==> src/rtl/seg_scan_pkg.sv <==
// -----------------------------------------------------------------------------
// seg_scan_pkg
// Shared constants for the multiplexed seven-segment scanner:
//   SEG_OFF      - segment pattern for a dark digit (before polarity inversion)
//   HEX_SEG      - 16-entry hex-to-segment table, bit0 = a ... bit6 = g
//   hex_to_seg() - table lookup helper used by seg_hex_decoder
// -----------------------------------------------------------------------------
package seg_scan_pkg;

   localparam logic [6:0] SEG_OFF = 7'h00;

   // Entry n is the glyph for nibble n; listed high index first because this
   // is a packed concatenation.
   localparam logic [15:0][6:0] HEX_SEG = {
      7'h71,  // F
      7'h79,  // E
      7'h5E,  // d
      7'h39,  // C
      7'h7C,  // b
      7'h77,  // A
      7'h6F,  // 9
      7'h7F,  // 8
      7'h07,  // 7
      7'h7D,  // 6
      7'h6D,  // 5
      7'h66,  // 4
      7'h4F,  // 3
      7'h5B,  // 2
      7'h06,  // 1
      7'h3F   // 0
   };

   function automatic logic [6:0] hex_to_seg(input logic [3:0] nibble);
      return HEX_SEG[nibble];
   endfunction

endpackage

==> src/rtl/seg_hex_decoder.sv <==
// -----------------------------------------------------------------------------
// seg_hex_decoder
// Purely combinational nibble to seven-segment decode (active-high segments).
// Ports:
//   nibble_i - hex digit 0..F
//   seg_o    - segments, bit0 = a ... bit6 = g
// -----------------------------------------------------------------------------
module seg_hex_decoder
   import seg_scan_pkg::*;
(
   input  logic [3:0] nibble_i,
   output logic [6:0] seg_o
);

   assign seg_o = hex_to_seg(nibble_i);

endmodule

==> src/rtl/multi_digit_seg_scanner.sv <==
// -----------------------------------------------------------------------------
// multi_digit_seg_scanner
// Time-multiplexed driver for NUM_DIGITS seven-segment digits. Each digit gets
// a slot of REFRESH_DIV clocks; the first BLANK_CYCLES of every slot keep all
// digit enables off so the previous digit's segments cannot ghost onto the
// next one. New values arrive through a valid/ready shadow register and are
// only copied to the display register at a frame end (or immediately while the
// scan is disabled), so a single frame never mixes old and new digits.
//
// Ports:
//   clk        - clock, all state on rising edge
//   reset      - asynchronous active-high reset
//   enable     - scan enable; when low the slot position holds, outputs go dark
//   value_in   - 4*NUM_DIGITS hex nibbles, digit 0 in bits [3:0]
//   dp_in      - live decimal-point request per digit
//   blank_lz   - suppress leading zeros (digit 0 is always shown)
//   load_valid - offer value_in to the shadow register
//   load_ready - shadow register free (combinational, = !pending)
//   seg        - registered segments, bit0 = a ... bit6 = g
//   dp         - registered decimal point
//   digit_sel  - registered one-hot digit enable, active high
//   frame_done - registered one-cycle pulse after the last slot of a frame
// -----------------------------------------------------------------------------
module multi_digit_seg_scanner
   import seg_scan_pkg::*;
#(
   parameter int NUM_DIGITS     = 4,
   parameter int REFRESH_DIV    = 1024,
   parameter int BLANK_CYCLES   = 16,
   parameter bit SEG_ACTIVE_LOW = 1'b0
) (
   input  logic                      clk,
   input  logic                      reset,
   input  logic                      enable,
   input  logic [4*NUM_DIGITS-1:0]   value_in,
   input  logic [NUM_DIGITS-1:0]     dp_in,
   input  logic                      blank_lz,
   input  logic                      load_valid,
   output logic                      load_ready,
   output logic [6:0]                seg,
   output logic                      dp,
   output logic [NUM_DIGITS-1:0]     digit_sel,
   output logic                      frame_done
);

   localparam int CNT_W = $clog2(REFRESH_DIV);
   localparam int IDX_W = (NUM_DIGITS > 1) ? $clog2(NUM_DIGITS) : 1;

   localparam logic [CNT_W-1:0] CNT_MAX   = CNT_W'(REFRESH_DIV - 1);
   localparam logic [CNT_W-1:0] CNT_BLANK = CNT_W'(BLANK_CYCLES);
   localparam logic [IDX_W-1:0] IDX_MAX   = IDX_W'(NUM_DIGITS - 1);

   // Dark level as it appears on the pins, after polarity selection.
   localparam logic [6:0] SEG_DARK = SEG_ACTIVE_LOW ? ~SEG_OFF : SEG_OFF;
   localparam logic       DP_DARK  = SEG_ACTIVE_LOW;

   // ---------------------------------------------------------------------------
   // Parameter sanity checks (elaboration time only)
   // ---------------------------------------------------------------------------
   if (NUM_DIGITS < 1 || NUM_DIGITS > 8) begin : g_bad_num_digits
      $error("NUM_DIGITS must be in 1..8");
   end
   if (REFRESH_DIV < 4) begin : g_bad_refresh_div
      $error("REFRESH_DIV must be at least 4");
   end
   if (BLANK_CYCLES < 0 || BLANK_CYCLES >= REFRESH_DIV) begin : g_bad_blank
      $error("BLANK_CYCLES must be less than REFRESH_DIV");
   end

   // ---------------------------------------------------------------------------
   // State
   // ---------------------------------------------------------------------------
   logic [CNT_W-1:0]        cnt_q,     cnt_d;
   logic [IDX_W-1:0]        idx_q,     idx_d;
   logic [4*NUM_DIGITS-1:0] display_q, display_d;
   logic [4*NUM_DIGITS-1:0] shadow_q,  shadow_d;
   logic                    pending_q, pending_d;

   logic [6:0]              seg_q,        seg_d;
   logic                    dp_q,         dp_d;
   logic [NUM_DIGITS-1:0]   digit_sel_q,  digit_sel_d;
   logic                    frame_done_q, frame_done_d;

   logic                    frame_end;
   logic                    load_accept;

   // ---------------------------------------------------------------------------
   // Slot counter, digit index and shadow/display transfer
   // ---------------------------------------------------------------------------
   assign frame_end   = enable && (idx_q == IDX_MAX) && (cnt_q == CNT_MAX);
   assign load_accept = load_valid && !pending_q;
   assign load_ready  = !pending_q;

   // NOTE: every signal written in an always_comb gets a default at the top of
   // the block; a path that leaves one unassigned would infer a latch.
   always_comb begin
      cnt_d     = cnt_q;
      idx_d     = idx_q;
      display_d = display_q;
      shadow_d  = shadow_q;
      pending_d = pending_q;

      if (enable) begin
         if (cnt_q == CNT_MAX) begin
            cnt_d = '0;
            idx_d = (idx_q == IDX_MAX) ? '0 : idx_q + 1'b1;
         end else begin
            cnt_d = cnt_q + 1'b1;
         end
      end

      // Transfer uses pending_q, so a load accepted in this same cycle (only
      // possible when pending_q is low) waits for the next frame end.
      if (pending_q && (frame_end || !enable)) begin
         display_d = shadow_q;
         pending_d = 1'b0;
      end

      if (load_accept) begin
         shadow_d  = value_in;
         pending_d = 1'b1;
      end
   end

   // ---------------------------------------------------------------------------
   // Digit selection and decode
   // ---------------------------------------------------------------------------
   logic [3:0]            nibble_arr [NUM_DIGITS];
   logic [NUM_DIGITS-1:0] upper_zero;   // digit i and every digit above it are 0
   logic                  zero_run;
   logic [3:0]            cur_nibble;
   logic [6:0]            cur_seg;
   logic                  slot_active;
   logic                  lz_blank;

   for (genvar g = 0; g < NUM_DIGITS; g++) begin : g_nibble
      assign nibble_arr[g] = display_q[4*g +: 4];
   end

   always_comb begin
      upper_zero = '0;
      zero_run   = 1'b1;
      for (int i = NUM_DIGITS - 1; i >= 0; i--) begin
         zero_run      = zero_run && (nibble_arr[i] == 4'h0);
         upper_zero[i] = zero_run;
      end
   end

   assign cur_nibble  = nibble_arr[idx_q];
   assign slot_active = enable && (cnt_q >= CNT_BLANK);
   // Digit 0 is never a leading zero, so a value of 0 still shows "0".
   assign lz_blank    = blank_lz && (idx_q != '0) && upper_zero[idx_q];

   seg_hex_decoder u_dec (
      .nibble_i (cur_nibble),
      .seg_o    (cur_seg)
   );

   always_comb begin
      digit_sel_d  = '0;
      seg_d        = SEG_DARK;
      dp_d         = DP_DARK;
      frame_done_d = frame_end;

      if (slot_active) begin
         digit_sel_d[idx_q] = 1'b1;
         seg_d = lz_blank ? SEG_OFF : cur_seg;
         dp_d  = dp_in[idx_q];
         // Polarity is applied only to segment data, never to digit enables.
         if (SEG_ACTIVE_LOW) begin
            seg_d = ~seg_d;
            dp_d  = ~dp_d;
         end
      end
   end

   // ---------------------------------------------------------------------------
   // Registers
   // ---------------------------------------------------------------------------
   // NOTE: sequential state is updated with non-blocking assignments so every
   // register samples the pre-edge value of every other register.
   always_ff @(posedge clk or posedge reset) begin
      if (reset) begin
         cnt_q        <= '0;
         idx_q        <= '0;
         display_q    <= '0;
         shadow_q     <= '0;
         pending_q    <= 1'b0;
         seg_q        <= SEG_DARK;
         dp_q         <= DP_DARK;
         digit_sel_q  <= '0;
         frame_done_q <= 1'b0;
      end else begin
         cnt_q        <= cnt_d;
         idx_q        <= idx_d;
         display_q    <= display_d;
         shadow_q     <= shadow_d;
         pending_q    <= pending_d;
         seg_q        <= seg_d;
         dp_q         <= dp_d;
         digit_sel_q  <= digit_sel_d;
         frame_done_q <= frame_done_d;
      end
   end

   assign seg        = seg_q;
   assign dp         = dp_q;
   assign digit_sel  = digit_sel_q;
   assign frame_done = frame_done_q;

endmodule

==> config.mk <==
export PLATFORM = sky130hd
export DESIGN_NAME = multi_digit_seg_scanner
export DESIGN_NICKNAME = d
export VERILOG_FILES = /design/src/rtl/seg_scan_pkg.sv /design/src/rtl/seg_hex_decoder.sv /design/src/rtl/multi_digit_seg_scanner.sv
export SDC_FILE = /design/constraint.sdc
export NUM_CORES = 1
export LEC_CHECK = 0
export ABC_AREA = 0
export CAP_MARGIN = 40
export CORE_MARGIN = 5
export CORE_UTILIZATION = 49
export DETAILED_ROUTE_END_ITERATION = 16
export GPL_TIMING_DRIVEN = 1
export PLACE_DENSITY = 0.75
export SYNTH_ARGS = -nofsm -noshare
export SYNTH_HDL_FRONTEND = slang
export SYNTH_SLANG_ARGS = --single-unit
==> constraint.sdc <==
create_clock -name clk -period 2.05 [get_ports clk]
set_clock_uncertainty 0.15 [all_clocks]
set_input_delay 0.205 -clock clk [delete_from_list [all_inputs] [get_ports clk]]
set_output_delay 0.205 -clock clk [all_outputs]
set_load 0.01 [all_outputs]
==> results.txt, run 1 <==
- Status: finished, violations left
- Violations in the final reports: setup timing
- Of the post-synthesis cell area, the dominant cell type holds 0.506.
- Number of placed I/O pins: 39
* Post-detailed-route wirelength per cell: 14.9 um
- The routed design uses 271 um of met3 wire.
- Yosys reg bits: 58
- The signal on the critical path passes through mux4_2, ha_2, nand2_1, o21ai_1, a2111oi_2.
- For this block, the routed nets add up to 5.41 mm of wire.
- Initial antenna violation count: 0
- Net count after synthesis: 257
- After clock tree synthesis, the clock-pin slew on the worst setup and hold paths is 0.06 ns.
- Total power after layout: 4.37 mW
- Detailed routing inserted a total of 1885 vias.
- The die is 86.5 um tall.
* First-pass GRT wire length: 9.19 mm
- Clock network latency to the later pin of the worst-skew pair: 0.34 ns
- Subtracting the final worst setup slack from the clock period gives 2.07 ns.
* Total iterations of the first detailed-routing run: 4
* Startpoint types: register
- Minimum setup slack in the final design: -0.0171 ns
- Most area-consuming cells after synthesis: dfrtp_1 (51%), mux2_2 (6.3%), ha_1 (5.2%), mux2_4 (5.2%), mux4_2 (3.9%)
* Sort of element at the end of the critical path: register
* Yosys top cell by area: dfrtp_1
- For the worst setup path, the data arrival time is 2.15 ns.
- Final Max Tran Viols: 0
- After synthesis, the netlist uses 45 different library cells.
- CTS buffer count: 9
* Required time of the critical path: 2.13 ns
- Number of hold violations in the final report: 0
- The detail route stage leaves a number of antenna-violating nets equal to 0.
* CP max-delay cell: mux4_2
* Number of max-capacitance violations reported: 0
- Path class of the lowest-slack min-delay path: input pin to asynchronous set/reset pin
- Input and output buffers added on the ports amount to 38.
- Buffering stage count on the worst path with inverters included: 0
- The die covers 0.00748 mm2.
- Sequential share of the synthesized area: 0.506
- Synthesis-to-layout area growth: 32.2%
* Achievable clock frequency: 484 MHz
- CTS placed an instance of clkbuf_8 at the clock tree root.
* Cell area after synthesis: 0.00287 mm2
- Top library cells by usage in the layout, fill and taps aside: dfrtp_1 (56), clkdlybuf4s50_1 (38), buf_4 (21), mux2_2 (16), nor2_1 (12)
* Count of yosys warnings during synthesis: 0
- Final-report setup violation count: 1
* Actual transition at the worst max-transition pin: 0.367 ns
* Sequential standard cell area: 0.00145 mm2
- The library cell used most frequently in the layout, excluding fill and tap cells, is dfrtp_1.
- Headroom to the max-slew limit came out at 0.753.
* Max clock buf depth: 2
- CP Max Fanout: 5
- A synthesized cell averages 13.0 um2.
* DR vias/cell: 5.19
- Total track usage: 0.160
- Diode insertion count for antenna repair: 0
- Post-CTS Hold Fix Bufs: 0
* Post-route DRC: 0
- The H-tree was split into 3 levels.
- At the end of the flow, the number of nets in the layout was 323.
* Power per unit of standard cell area: 1150 mW/mm2
- The worst-case IR drop observed on VDD is 0.723 mV.
* RSZ-0062 raised after global routing: yes
- The initialized floorplan defines 27 standard-cell rows.
* Delay contributed by the slowest stage of the critical path: 0.61 ns
- CP delay by family, top: multiplexers
* Metal-1 WL: 2.47 mm
- Dividing the final minimum period by the clock period gives 1.01.
* CTS tree: done
- Wire segments on met2 add up to 2.56 mm in the final route.
- The cell count after synthesis came out at 220.
* DRT iter0 DRCs: 110
- The layout has 439 filler cells.
- Final global-route overflow total: 0
* Uppermost layer routed: met4
* WS Path Type: register to register
- In this run the static leakage power is 1.65 nW.
- Post-route worst hold slack: 0.0862 ns
- The initial utilization of the core area, before any placement, comes to 0.511.
- The via count of the first global-routing pass was 1921.
- At the end of routability-driven placement, the weighted congestion stood at 0.830.
- Maximum number of pins on one net before global-route repair: 59
* Proportion of layout cells with a drive suffix above 1: 0.354
- Floorplan core area: 0.00561 mm2
- In this run the horizontal extent of the chip is 86.5 um.
* Multi-input gate area: 0.00135 mm2
* CTS sink cnt: 58
- Once detailed placement completed, the half-perimeter wirelength came to 3.80 mm.
layer usage:
metal,vias to the layer above,track usage
met2,44,0.248
met1,911,0.207
met5,-,0
li1,918,-
met3,12,0.0437
met4,0,0.0807
repair_timing:
item | CTS | global route
setup buffers | 0 | 4
setup endpoints to repair | 5 | 23
pin swaps | 0 | 3
gates cloned | 0 | 0
gates resized for setup | 2 | 15
cell type report:
class,instances,area share
Sequential cell,58,0.384
Inverter,16,0.0168
Clock buffer,11,0.0373
Timing Repair Buffer,64,0.161
Tap cell,72,0.0238
Clock inverter,5,0.0205
Multi-Input combinational cell,137,0.357
through the flow:
step / TNS [ns] / setup slack [ns] / util / cells / cell area (um2)
after floorplan: -0.00822 / -0.00822 / - / 220 / 2880
after global placement: 0 / 0.0000181 / 0.619 / 343 / 3470
after detailed placement: -0.108 / -0.0536 / 0.619 / 343 / 3470
after CTS: -0.00538 / -0.00538 / 0.659 / 359 / 3690
after global routing: -0.424 / -0.106 / 0.676 / 363 / 3790
final: -0.0171 / -0.0171 / 0.676 / 363 / 3790
Yosys cell counts (all sizes together):
cell	n
mux2i	4
a21oi	5
o31ai	1
a22o	2
mux2	32
nor3	2
buf	7
inv	16
or2	1
o21ai	9
nand4	3
o311ai	2
o21bai	2
or3	1
xor2	2
a211oi	2
and3	2
a2111oi	3
nand3	6
nor2b	7
nand2	7
dfrtp	58
o2bb2ai	1
clkbuf	2
mux4	6
or4	1
nor4	8
nor2	13
ha	12
xnor2	3
worst register-to-register path, stage by stage, from the launching register on:
cell and delay [ns]:
dfrtp_2 0.43, mux4_2 0.61, ha_2 0.22, nand2_1 0.09, o21ai_1 0.10, a2111oi_2 0.36
flip-flops by register name, summed over array words and instances, names as in the netlist:
signal / flops
idx_q: 2
digit_sel: 4
dp: 1
cnt_q: 10
display_q: 16
pending_q: 1
frame_done: 1
seg: 7
shadow_q: 16
power by group:
group	switching, mW	internal [mW]	leakage, nW
Sequential	0.252	1.47	0.709
Combinational	0.645	0.855	0.830
Clock	0.437	0.713	0.109
Total	1.33	3.04	1.65
cell families after synthesis:
family,after synthesis,share of synthesized area
AO/OA/AOI/OAI,27,0.0733
XOR/XNOR,5,0.0153
adder cells (fa/ha/maj),12,0.0524
buffers and inverters,25,0.0432
flip-flops,58,0.506
multiplexers,42,0.201
AND/OR/NAND/NOR,51,0.109
final timing paths:
kind | start | slack, ns | to | cells past startpoint
worst min-delay path | reset | 0.09 | shadow_q[11] | 3
worst max register to register | idx_q[0] | -0.02 | seg[3] | 5
worst min register to register | shadow_q[12] | 0.34 | display_q[12] | 1
min in group clk | value_in[0] | 0.32 | shadow_q[0] | 2
max in group asynchronous | reset | 1.40 | idx_q[1] | 3
worst max-delay path | idx_q[0] | -0.02 | seg[3] | 5
Note: power is estimated with default switching activity, not from simulation.
==> run 2, diff against run 1 <==
--- a/config.mk
+++ b/config.mk
@@ -7,8 +7,10 @@
 export LEC_CHECK = 0
 export ABC_AREA = 0
 export CAP_MARGIN = 40
+export CORE_ASPECT_RATIO = 0.5
 export CORE_MARGIN = 5
 export CORE_UTILIZATION = 49
+export CTS_CLUSTER_SIZE = 14
 export DETAILED_ROUTE_END_ITERATION = 16
 export GPL_TIMING_DRIVEN = 1
 export PLACE_DENSITY = 0.75
==> run 2 against run 1 <==
  * The run still ends with setup timing left
  * Sequential power increased by 3%
  * Worst setup slack got worse by 0.039 ns
  * Core utilization increased by 3.4 points
  * Sequential share of layout area decreased by 1.7 points
  * Combinational power increased by 12%
  * Register-to-register slack got worse by 0.04 ns
  * Wire length increased by 25%
  * First-iteration DRC count increased by 15%
  * Cell count increased by 1.4%
  * Cell area increased by 4.7%
==> results.txt, run 2 (synthesis results as in run 1) <==
- The residual DRC count is 0 (unchanged).
* CTS tree: done
* Most frequent standard cell in the layout excluding fill and tap cells: dfrtp_1
- Die ar.: 0.00758 mm2 (+1.2%)
* Multi-input gate area: 0.00141 mm2 (+4.2%)
* VDD IR max: 0.761 mV (+5.1%)
- The number of antenna violations at the first check in global routing came to 0 (unchanged).
- The die span in x is 118 um (+37%).
- Maximum number of pins on one net before global-route repair: 59 (unchanged)
- Headroom to the max-slew limit: 0.730 (-0.0229)
- The number of DRC markers in iteration 0 came to 127 (+15%).
- Number of max-capacitance violations reported: 0 (unchanged)
- The sum of routed wire length over all layers came to 6.74 mm (+25%).
- Setup repair after global routing could not meet its margin everywhere.
- Actual transition at the worst max-transition pin: 0.401 ns (+0.0340 ns)
- Final Max Tran Viols: 0 (unchanged)
* Data arrival time of the worst path: 2.16 ns (about the same)
- The post-route cell area came to 0.00397 mm2 (+4.7%).
- The row count is 19 (-30%).
* Standby leakage power: 1.73 nW (+4.8%)
- Placed standard-cell area: 0.00347 mm2 (-0.18%)
- Number of placed I/O pins: 39 (unchanged)
- Final global-route overflow total: 0 (unchanged)
- CTS sink cnt: 58 (unchanged)
* CP max-delay cell: mux4_2
- Number of nets with antenna violations after detailed routing: 0 (unchanged)
* Total track usage: 0.173 (+0.0127)
- From synthesis to final layout, the design area changed by 38.3%.
- Die H: 64.1 um (-26%)
* Cell-by-cell trace of the critical path: mux4_2, buf_6, ha_4, nor2_4, a211oi_2, a2111oi_2
- Starting density of the core: 0.513 (+0.00195)
* Sort of element at the end of the critical path: register
- Sequential standard cell area: 0.00145 mm2 (about the same)
- The total of fill cells in the finished design came to 354 (-19%).
* Total iterations of the first detailed-routing run: 4 (unchanged)
- Combinational Power Share: 0.342 (about the same)
* DR vias/cell: 5.57 (+7.2%)
* Reg-to-reg setup timing slack: -0.06 ns (-0.04 ns)
* Number of global-route vias before repair: 2065 (+7.5%)
- Number of nets in the final layout: 329 (+1.9%)
- Setup total negative slack: -0.0923 ns (-0.0752 ns)
* Delay contributed by the slowest stage of the critical path: 0.59 ns (-0.02 ns)
- Final worst path period share: 1.03 (+0.0190)
- The fraction of layout instances using a drive strength above 1 is 0.369 (+0.0155).
- Buffers added on ports: 38 (unchanged)
* Power per unit of standard cell area: 1240 mW/mm2 (+7.4%)
* Placer's final routability congestion estimate: 0.858 (+3.4%)
* Achievable clock frequency: 475 MHz (-1.8%)
- The maximum number of buffers from clock root to sink came to 2 (unchanged).
- CTS buffer count: 9 (unchanged)
* Minimum clock period after layout: 2.11 ns (+0.0389 ns)
- The detailed placer's ending HPWL came to 4.18 mm (+10%).
- The path class of the tightest hold or removal check is input pin to asynchronous set/reset pin.
* Clock transition at path regs: 0.05 ns (about the same)
- The internal power consumption came to 3.39 mW (+12%).
- Top library cells by usage in the layout, fill and taps aside: dfrtp_1 (57), clkdlybuf4s50_1 (38), buf_4 (25), mux2_2 (16), nor2_1 (12)
- The wire length of the first global-routing pass is 10.4 mm (+13%).
- The share of total power in sequential cells was 0.362 (-0.032).
- Status: finished, violations left
* Relative contribution of the clock network to total power: 0.296 (+0.033)
- Worst R2R Start: idx_q[0]
- Vias: 2048 (+8.6%)
- Leading registers by flop count: display_q (16), shadow_q (16), cnt_q (10)
* Diode insertion count for antenna repair: 0 (unchanged)
- The tree is rooted in a clkbuf_16.
* Reg-to-Reg End: seg[3]
* Minimum setup slack in the final design: -0.0561 ns (-0.0389 ns)
- Post-detailed-route wirelength per cell: 18.3 um (+23%)
- The final setup violation count came to 4 (+3).
- The peak fanout along the critical path was 5 (unchanged).
- Level count of the clock H-tree: 3 (unchanged)
* Share of total power consumed by net switching: 0.309 (+0.00421)
- The net switching power of the design came to 1.52 mW (+14%).
* Clock network latency to the later pin of the worst-skew pair: 0.31 ns (-0.03 ns)
- The core area came to 0.00559 mm2 (-0.38%).
- The hold buffer count at cts is 0 (unchanged).
* Startpoint types: register
* WS Path Type: register to register
- Required time of the critical path: 2.10 ns (-0.03 ns)
* Worst reg2reg path depth: 6 (+1)
* Violations in the final reports: setup timing
* Number of hold violations in the final report: 0 (unchanged)
## run 2: layout make-up
type,count,share of cell area
Clock buffer,11,0.0637
Clock inverter,3,0.0101
Inverter,16,0.0174
Multi-Input combinational cell,138,0.355
Sequential cell,58,0.366
Tap cell,73,0.0230
Timing Repair Buffer,69,0.165
## run 2: worst max-delay path by stage
stage	start	depth (start not counted)	to
after floorplan	idx_q[0]	8	seg[4]
after global placement	idx_q[0]	5	seg[2]
after detailed placement	idx_q[0]	6	seg[3]
after CTS	idx_q[0]	5	seg[3]
after global routing	idx_q[0]	6	seg[1]
final	idx_q[0]	6	seg[3]
## run 2: what timing repair did
item / in CTS / in global routing
buffers inserted: 2 / 8
endpoints found under the setup margin: 23 / 23
endpoints found under the hold margin: 0 / 0
pin swaps: 1 / 8
cloned: 0 / 1
resized for setup: 5 / 20
## run 2: metal layers
metal | track usage | vias to the layer above | share of wire
li1 | - | 935 | -
met1 | 0.222 | 1035 | 0.44
met2 | 0.280 | 70 | 0.50
met3 | 0.0529 | 8 | 0.056
met4 | 0.0658 | 0 | 0.0080
met5 | 0 | - | 0
## run 2: critical path: cells and delay by family (launching register included)
family	cells	cell delay, ns
AOI/OAI and AO/OA	2	0.40
adders and majority gates	1	0.17
buffers and inverters	1	0.16
DFF	1	0.43
muxes	1	0.59
and+or+nand+nor	1	0.09
## run 2: per-stage QoR
step                       util  total power, mW  hold WS (ns)  setup WS [ns]  instances
after floorplan               -             2.63         0.207       -0.00822        220
after global placement    0.620             3.08         0.319        -0.0150        343
after detailed placement  0.620             3.15         0.328         -0.103        343
after CTS                 0.679             4.70         0.116       -0.00438        359
after global routing      0.710             5.19         0.140         -0.139        368
final                     0.710             4.91        0.0903        -0.0561        368
## run 2: power groups by stage
stage	Clock [mW]	Combinational (mW)	Sequential, mW
4_1_cts	1.49	1.46	1.74
5_1_grt	1.55	1.82	1.82
3_5_place_dp	0	1.40	1.76
2_1_floorplan	0	0.931	1.70
3_3_place_gp	0	1.35	1.73
6_report	1.45	1.68	1.78
